### src/rtl/sync_pkg.sv
// Shared types and helpers for the multi-channel synchronizer and glitch filter.
package sync_pkg;

  localparam int MIN_STAGES = 2;

  // Per-cycle decision taken by a channel's persistence filter.
  typedef enum logic [1:0] {
    FILT_IDLE,
    FILT_COUNT,
    FILT_TAKE
  } filt_act_e;

  function automatic int cnt_width(input int filt);
    return (filt < 1) ? 1 : $clog2(filt + 1);
  endfunction

endpackage

### src/rtl/sync_multi_filt_ch.sv
// One channel: synchronizer chain, persistence filter and edge-pulse decode.
module sync_filt_ch
  import sync_pkg::*;
#(
  parameter int   STAGES  = 2,
  parameter int   FILT    = 3,
  parameter logic RST_VAL = 1'b0
) (
  input  logic c,
  input  logic r,
  input  logic d,
  output logic osync,
  output logic ofilt,
  output logic rise,
  output logic fall
);

  logic [STAGES-1:0] sync_q, sync_d;
  logic              ofilt_prev_q, ofilt_prev_d;

  always_comb begin
    sync_d       = {sync_q[STAGES-2:0], d};
    ofilt_prev_d = ofilt;
  end

  always_ff @(posedge c) begin
    if (r) begin
      sync_q       <= {STAGES{RST_VAL}};
      ofilt_prev_q <= RST_VAL;
    end else begin
      sync_q       <= sync_d;
      ofilt_prev_q <= ofilt_prev_d;
    end
  end

  assign osync = sync_q[STAGES-1];

  generate
    if (FILT == 0) begin : g_bypass
      assign ofilt = osync;
    end else begin : g_filt
      localparam int CW = cnt_width(FILT);
      typedef logic [CW-1:0] cnt_t;

      cnt_t      cnt_q, cnt_d;
      logic      filt_q, filt_d;
      filt_act_e act;

      // A new level is adopted only after it has differed from ofilt for FILT cycles.
      always_comb begin
        act    = FILT_IDLE;
        cnt_d  = '0;
        filt_d = filt_q;
        if (osync != filt_q) begin
          act = (cnt_q == cnt_t'(FILT - 1)) ? FILT_TAKE : FILT_COUNT;
        end
        case (act)
          FILT_COUNT: cnt_d  = cnt_q + cnt_t'(1);
          FILT_TAKE:  filt_d = osync;
          default:    cnt_d  = '0;
        endcase
      end

      always_ff @(posedge c) begin
        if (r) begin
          cnt_q  <= '0;
          filt_q <= RST_VAL;
        end else begin
          cnt_q  <= cnt_d;
          filt_q <= filt_d;
        end
      end

      assign ofilt = filt_q;
    end
  endgenerate

  assign rise = ofilt & ~ofilt_prev_q;
  assign fall = ~ofilt & ofilt_prev_q;

endmodule

### src/rtl/sync_multi_filt.sv
// CH independent async inputs, each synchronized, glitch-filtered and edge-decoded.
module sync_multi_filt
  import sync_pkg::*;
#(
  parameter int   CH      = 4,
  parameter int   STAGES  = 2,
  parameter int   FILT    = 3,
  parameter logic RST_VAL = 1'b0
) (
  input  logic          c,
  input  logic          r,
  input  logic [CH-1:0] d,
  output logic [CH-1:0] osync,
  output logic [CH-1:0] ofilt,
  output logic [CH-1:0] rise,
  output logic [CH-1:0] fall
);

  generate
    if (STAGES < MIN_STAGES) begin : g_bad_stages
      $error("sync_multi_filt: STAGES must be at least 2");
    end

    for (genvar i = 0; i < CH; i++) begin : g_ch
      sync_filt_ch #(
        .STAGES (STAGES),
        .FILT   (FILT),
        .RST_VAL(RST_VAL)
      ) u_ch (
        .c    (c),
        .r    (r),
        .d    (d[i]),
        .osync(osync[i]),
        .ofilt(ofilt[i]),
        .rise (rise[i]),
        .fall (fall[i])
      );
    end
  endgenerate

endmodule

### config.mk
export PLATFORM = sky130hd
export DESIGN_NAME = sync_multi_filt
export DESIGN_NICKNAME = d
export VERILOG_FILES = /design/src/rtl/sync_pkg.sv /design/src/rtl/sync_multi_filt_ch.sv /design/src/rtl/sync_multi_filt.sv
export SDC_FILE = /design/constraint.sdc
export NUM_CORES = 1
export LEC_CHECK = 0
export ABC_AREA = 1
export BUFFER_PORTS_ARGS = -buffer_cell sky130_fd_sc_hd__buf_2
export CAP_MARGIN = 20
export CORE_ASPECT_RATIO = 1.25
export CORE_MARGIN = 2
export CORE_UTILIZATION = 40
export CTS_BUF_LIST = sky130_fd_sc_hd__clkbuf_8
export DETAILED_ROUTE_END_ITERATION = 8
export GPL_TIMING_DRIVEN = 1
export SLEW_MARGIN = 20
export SYNTH_ARGS = -nofsm -noshare
export SYNTH_HDL_FRONTEND = slang
export SYNTH_SLANG_ARGS = --single-unit
### constraint.sdc
create_clock -name c -period 1.2 [get_ports c]
set_clock_uncertainty 0.15 [all_clocks]
set_input_delay 0.18 -clock c [delete_from_list [all_inputs] [get_ports c]]
set_output_delay 0.18 -clock c [all_outputs]
set_load 0.05 [all_outputs]
==> qor.csv, run 1 <==
stage,metric,value,unit
timing,relative slew slack,83.14,%
placed_design,Placer Congestion,0.6991,
timing,worst slew pin tran,254.6,ps
timing,fin crit period,1286,ps
drt,post-DR vias/cell,4.048,
critical_path,CP Max Fanout,2,
pwr,pwr dens,1149,nW/um^2
cts,CTS max path bufs,2,
global_routing,antenna violations before repair,0,
critical_path,critical path launch point,g_ch[2].u_ch.ofilt_prev_q,
pwr,worst vdd ir,0.7816,mV
cts,worst skew pair latency,270,ps
yosys,Mean Syn Cell Area,7.969,sq um
hold_path,Hold Crit Start,r,
cts,Clock transition at path regs,80,ps
critical_path,"Arr. time, crit path",960,ps
die,Die Ht,60.90,um
yosys,sequential area share after synthesis,46.38,%
finish,area grow syn2layout,37.32,%
cts,CTS H-Tree Depth,1,
critical_path,reg2reg setup slack,90,ps
timing,Final setup viols,9,
drt,met2 WL,961,um
timing,final setup TNS,-561.7,ps
drt,DRT antenna net count,0,
drt,top routing layer in use,met4,
critical_path,critical-path cell list,inv_2 > nor2_2 > buf_6,
finish,fraction of layout cells with a size suffix above 1,45.75,%
critical_path,R2R Path End,g_ch[3].u_ch.g_filt.cnt_q[1],
pwr,P_int,1.301,mW
drt,Metal-1 WL,698,um
yosys,Post-Syn Area,1036,sq um
timing,final period utilization,107.1,%
die,Die Width,49.52,um
pwr,clock share of power,43.1,%
global_routing,first-pass GRT wire length,2898,um
pwr,Reg power frac,50.0,%
die,starting density of the core,42.24,%
global_routing,All-Layer GR Usage,13.19,%
die,row cnt,20,
pwr,switching share of total power,20.38,%
placed_design,pre-CTS setup slack,70.27,ps
critical_path,crit start category,flip-flop,
critical_path,critical path's largest stage delay,370,ps
die,core area,2452,sq um
critical_path,Buf/Inv on CP,2,
pwr,Combinational Power Share,6.9,%
critical_path,Worst path top cell family by delay,flip-flops,
die,io pins,22,
timing,final hold slack,80.12,ps
placed_design,IO buf count,21,
yosys,synthesized net count,140,
placed_design,placed inst area,1055,sq um
run,Max Cap Viol,0,
finish,Inserted Diodes,0,
critical_path,FF-to-FF Start,g_ch[3].u_ch.g_filt.cnt_q[0],
timing,RSZ-0062 raised after global routing,true,
yosys,Syn Inst Count,130,
global_routing,vias in the first global route,748,
drt,DR pass1 iterations,4,
cts,CTS buffer count,3,
critical_path,Crit-path slowest cell,dfxtp_2,
global_routing,largest net degree at the start of global routing,15,
cts,TritonCTS clock tree,yes,
critical_path,Register-to-Register Path Depth,5,
finish,Finished Cell Area,1423,sq um
drt,Remaining DRCs,0,
pwr,Net Sw Power,0.3331,mW
hold_path,Hold Path Cell Cnt,4,
hold_path,hold endpoint,g_ch[2].u_ch.g_filt.cnt_q[0],
yosys,post-synthesis register bit count,24,
drt,DR iter-0 viols,7,
critical_path,Worst setup EP type,output port,
finish,"commonest non-fill, non-tap cell in the layout",nor2_1,
yosys,Ys Warns,0,
outcome,run status,"finished, violations left",
finish,"commonest cells after routing, fill and taps aside","nor2_1, inv_1, dfxtp_1, buf_4, buf_6",
cts,CTS root buf,clkbuf_8,
placed_design,Post-DP HPWL,1046,um
finish,nets,164,
hold_path,hold crit path type,primary input to flip-flop,
timing,"Hold Vio Cnt, Final",0,
drt,met3 wire len,65,um
timing,Max Freq,0.7778,GHz
timing,worst setup margin,-85.72,ps
outcome,failing checks,setup timing,
timing,Max Slew Vio Count,0,
die,Die Area,3016,sq um
drt,total vias in the final route,753,
drt,drt wl/cell,9.532,um
cts,total clock sinks,24,
yosys,"Distinct cells, synth",11,
pwr,static leakage,0.6477,nW
critical_path,crit path kind,flip-flop to output port,
global_routing,GRT overflow,0,
critical_path,critical path data required time,870,ps
drt,Detailed Route WL,1773,um
## Yosys cell counts
master	number	area share [%]
nor2_1	37	13
inv_1	28	10
dfxtp_1	24	46
buf_4	16	12
nand2_1	8	2.9
ha_1	4	4.8
nor3_1	4	1.9
nand3_2	3	2.9
nor2_4	3	3.3
buf_6	2	2.2
nand3_1	1	0.48
## sequential cells by signal, indices dropped and copies added (netlist names)
name                    count
g_ch.u_ch.ofilt             4
g_ch.u_ch.ofilt_prev_q      4
g_ch.u_ch.sync_q            8
g_ch.u_ch.g_filt.cnt_q      8
## logic make-up (layout without fill, tap and decap cells)
| group | count (synthesis) | count (layout) | share of synthesized area [%] |
|---|---|---|---|
| DFF | 24 | 24 | 46.38 |
| adders and majority gates | 4 | 4 | 4.831 |
| and+or+nand+nor | 56 | 56 | 24.88 |
| buffers and inverters | 46 | 69 | 23.91 |
## routing by layer
layer	vias to the layer above	track usage, %
li1	401	-
met1	328	12.40
met2	19	25.14
met3	5	3.202
met4	0	9.524
met5	-	0
## power by group through the flow
stage                     Clock [mW]  Sequential (mW)  Combinational (mW)
after floorplan                    0            0.840              0.0814
after global placement             0            0.842              0.0897
after detailed placement           0            0.842              0.0911
after CTS                      0.727            0.825               0.111
after global routing           0.752            0.820               0.125
final                          0.704            0.817               0.113
## what timing repair did
item                                   4_1_cts  5_1_grt
hold buffers                                 4        0
pin swaps                                    5        5
endpoints found under the hold margin        4        0
resized for setup                           46       26
setup endpoints to repair                   16       15
buffers inserted                             7        3
## metrics by stage
step | power [mW] | utilization, % | instances
final | 1.634 | 58.01 | 186
after global routing | 1.697 | 58.01 | 186
after CTS | 1.663 | 53.93 | 183
after global placement | 0.9315 | 43.01 | 168
after floorplan | 0.9216 | - | 130
after detailed placement | 0.9334 | 43.01 | 168
## area by class of cell
| cell class | instances | area (sq um) |
|---|---|---|
| Fill cell | 211 | 1030 |
| Sequential cell | 24 | 504.2 |
| Multi-Input combinational cell | 60 | 352.8 |
| Timing Repair Buffer | 37 | 340.3 |
| Inverter | 28 | 112.6 |
| Clock buffer | 3 | 41.29 |
| Tap cell | 33 | 41.29 |
| Clock inverter | 1 | 30.03 |
## worst reg2reg max path, cell delays in order (launching register included)
cell and delay (ps):
dfxtp_1 340, inv_1 40, ha_1 250, nor2_4 120, nand3_2 80, nor2_1 80
## worst max-delay path by stage
stage,slack (ps),cells after the start,end
4_1_cts,-100,3,rise[2]
6_report,-90,3,fall[2]
3_5_place_dp,70,3,rise[2]
2_1_floorplan,170,5,g_ch[0].u_ch.g_filt.cnt_q[1]
3_3_place_gp,90,3,rise[3]
5_1_grt,-140,3,fall[2]
Power figures use the tool's default switching activity.
==> run 2, diff against run 1 <==
--- a/config.mk
+++ b/config.mk
@@ -13,7 +13,10 @@
 export CORE_UTILIZATION = 40
 export CTS_BUF_LIST = sky130_fd_sc_hd__clkbuf_8
 export DETAILED_ROUTE_END_ITERATION = 8
+export GPL_ROUTABILITY_DRIVEN = 1
 export GPL_TIMING_DRIVEN = 1
+export PLACE_DENSITY = 0.68
+export SKIP_CTS_REPAIR_TIMING = 1
 export SLEW_MARGIN = 20
 export SYNTH_ARGS = -nofsm -noshare
 export SYNTH_HDL_FRONTEND = slang
==> run 2 against run 1 <==
The flow still finishes with violations (setup timing). Non-clock buffer count decreased by 6. Sequential power about the same. Critical path depth unchanged. Global-route usage is 1.5 points lower. Wire length rose by 2.4%. Cell count shrank 3.2%. Combinational power about the same. Setup slack worse by 9.2 ps. Critical path type unchanged.
==> qor.csv, run 2 (synthesized netlist as in run 1, its figures left out) <==
stage,metric,value,unit,change
critical_path,critical path data required time,870,ps,about the same
finish,"commonest cells after routing, fill and taps aside","nor2_1, inv_1, dfxtp_1",,
finish,fill cell count,251,,+19%
timing,RSZ-0062 raised after global routing,true,,
drt,DRT antenna net count,0,,unchanged
critical_path,Crit-path slowest cell,dfxtp_2,,
finish,Multi-input gate area,352.8,sq um,unchanged
cts,worst skew pair latency,260,ps,about the same
critical_path,critical path's largest stage delay,360,ps,about the same
global_routing,largest net degree at the start of global routing,16,,+1
timing,worst slew pin tran,387.3,ps,+132.7 ps
global_routing,vias in the first global route,661,,-12%
placed_design,Post-DP HPWL,1169,um,+12%
die,io pins,22,,unchanged
cts,CTS buffer count,3,,unchanged
finish,Inserted Diodes,0,,unchanged
finish,area grow syn2layout,30.80,%,
drt,Detailed Route WL,1816,um,+2.4%
timing,Max Freq,0.7722,GHz,-0.71%
critical_path,critical path launch point,g_ch[1].u_ch.ofilt_prev_q,,
finish,Finished Cell Area,1355,sq um,-4.7%
drt,DR iter-0 viols,23,,+16
pwr,static leakage,0.6007,nW,-7.3%
die,Die Width,49.52,um,unchanged
placed_design,IO buf count,21,,unchanged
global_routing,first-pass GRT wire length,2566,um,-11%
timing,final period utilization,107.9,%,+0.77 points
cts,total clock sinks,24,,unchanged
cts,Clock transition at path regs,80,ps,about the same
drt,drt wl/cell,10.09,um,+5.8%
outcome,run status,"finished, violations left",,
pwr,worst vdd ir,0.5221,mV,-33%
critical_path,CP Max Fanout,2,,unchanged
placed_design,Placer Congestion,0.6697,,-4.2%
finish,fraction of layout cells with a size suffix above 1,44.90,%,-0.85 points
critical_path,crit path kind,flip-flop to output port,,
cts,CTS root buf,clkbuf_8,,
cts,TritonCTS clock tree,yes,,
die,starting density of the core,42.24,%,unchanged
critical_path,Worst path top cell family by delay,flip-flops,,
finish,nets,158,,-3.7%
critical_path,Buf/Inv on CP,2,,unchanged
die,Die Area,3016,sq um,unchanged
critical_path,crit start category,flip-flop,,
timing,"Hold Vio Cnt, Final",0,,unchanged
timing,Final setup viols,9,,unchanged
hold_path,Hold Crit Start,r,,
die,row cnt,20,,unchanged
global_routing,GRT overflow,0,,unchanged
critical_path,critical-path cell list,inv_1 > nor2_1 > buf_4,,
finish,"commonest non-fill, non-tap cell in the layout",nor2_1,,
hold_path,hold crit path type,primary input to flip-flop,,
global_routing,antenna violations before repair,0,,unchanged
global_routing,All-Layer GR Usage,11.71,%,-1.5 points
critical_path,"Arr. time, crit path",960,ps,about the same
finish,Reg area,506.7,sq um,+0.50%
die,Die Ht,60.90,um,unchanged
critical_path,FF-to-FF Start,g_ch[3].u_ch.g_filt.cnt_q[0],,
outcome,failing checks,setup timing,,
drt,post-DR vias/cell,4.144,,+2.4%
placed_design,pre-CTS setup slack,28.29,ps,-41.97 ps
cts,CTS H-Tree Depth,1,,unchanged
drt,Remaining DRCs,0,,unchanged
pwr,pwr dens,1079,nW/um^2,-6.0%
timing,Max Slew Vio Count,0,,unchanged
finish,Regs by FF count,"g_ch.u_ch.g_filt.cnt_q (8), g_ch.u_ch.sync_q (8)",,
timing,fin crit period,1295,ps,+9.236 ps
die,core area,2452,sq um,unchanged
timing,worst setup margin,-94.96,ps,-9.236 ps
critical_path,Worst setup EP type,output port,,
timing,relative slew slack,74.18,%,-9.0 points
placed_design,placed inst area,1062,sq um,+0.71%
drt,DR pass1 iterations,2,,-2
drt,total vias in the final route,746,,-0.93%
run,Max Cap Viol,0,,unchanged
cts,CTS max path bufs,2,,unchanged
-- run 2: metal layers --
layer,wire length [um],global-route usage (%),up-vias
met3,50,2.463,2
li1,-,-,392
met4,24,8.333,0
met1,702,11.79,338
met5,0,0,-
met2,1039,21.71,14
-- run 2: final timing paths --
check                                                     to  slack, ps  depth (start not counted)
worst max register to register  g_ch[3].u_ch.g_filt.cnt_q[0]        120                          5
worst min-delay path                  g_ch[0].u_ch.sync_q[1]        160                          2
worst min register to register  g_ch[2].u_ch.g_filt.cnt_q[0]        250                          1
worst max-delay path                                 fall[1]        -90                          3
-- run 2: through the flow --
stage          utilization (%)  setup TNS [ps]  power [mW]  hold WS (ps)  cells
6_report                 55.26          -642.8       1.463         163.4    180
5_1_grt                  55.26           -1035       1.532         205.1    180
4_1_cts                  45.56           -2094       1.470        -35.56    173
3_5_place_dp             43.32               0      0.9344         239.6    169
3_3_place_gp             43.32               0      0.9309         232.0    169
2_1_floorplan                -               0      0.9216         137.0    130
-- run 2: where the power goes --
part	internal [mW]	switching, mW
Clock	0.292	0.240
Sequential	0.806	0.0115
Combinational	0.0481	0.0643
-- run 2: area by class of cell --
cell class	count	share of cell area, %
Sequential cell	24	37.40
Multi-Input combinational cell	60	26.04
Timing Repair Buffer	31	21.14
Inverter	28	8.310
Clock buffer	4	4.063
Tap cell	33	3.047
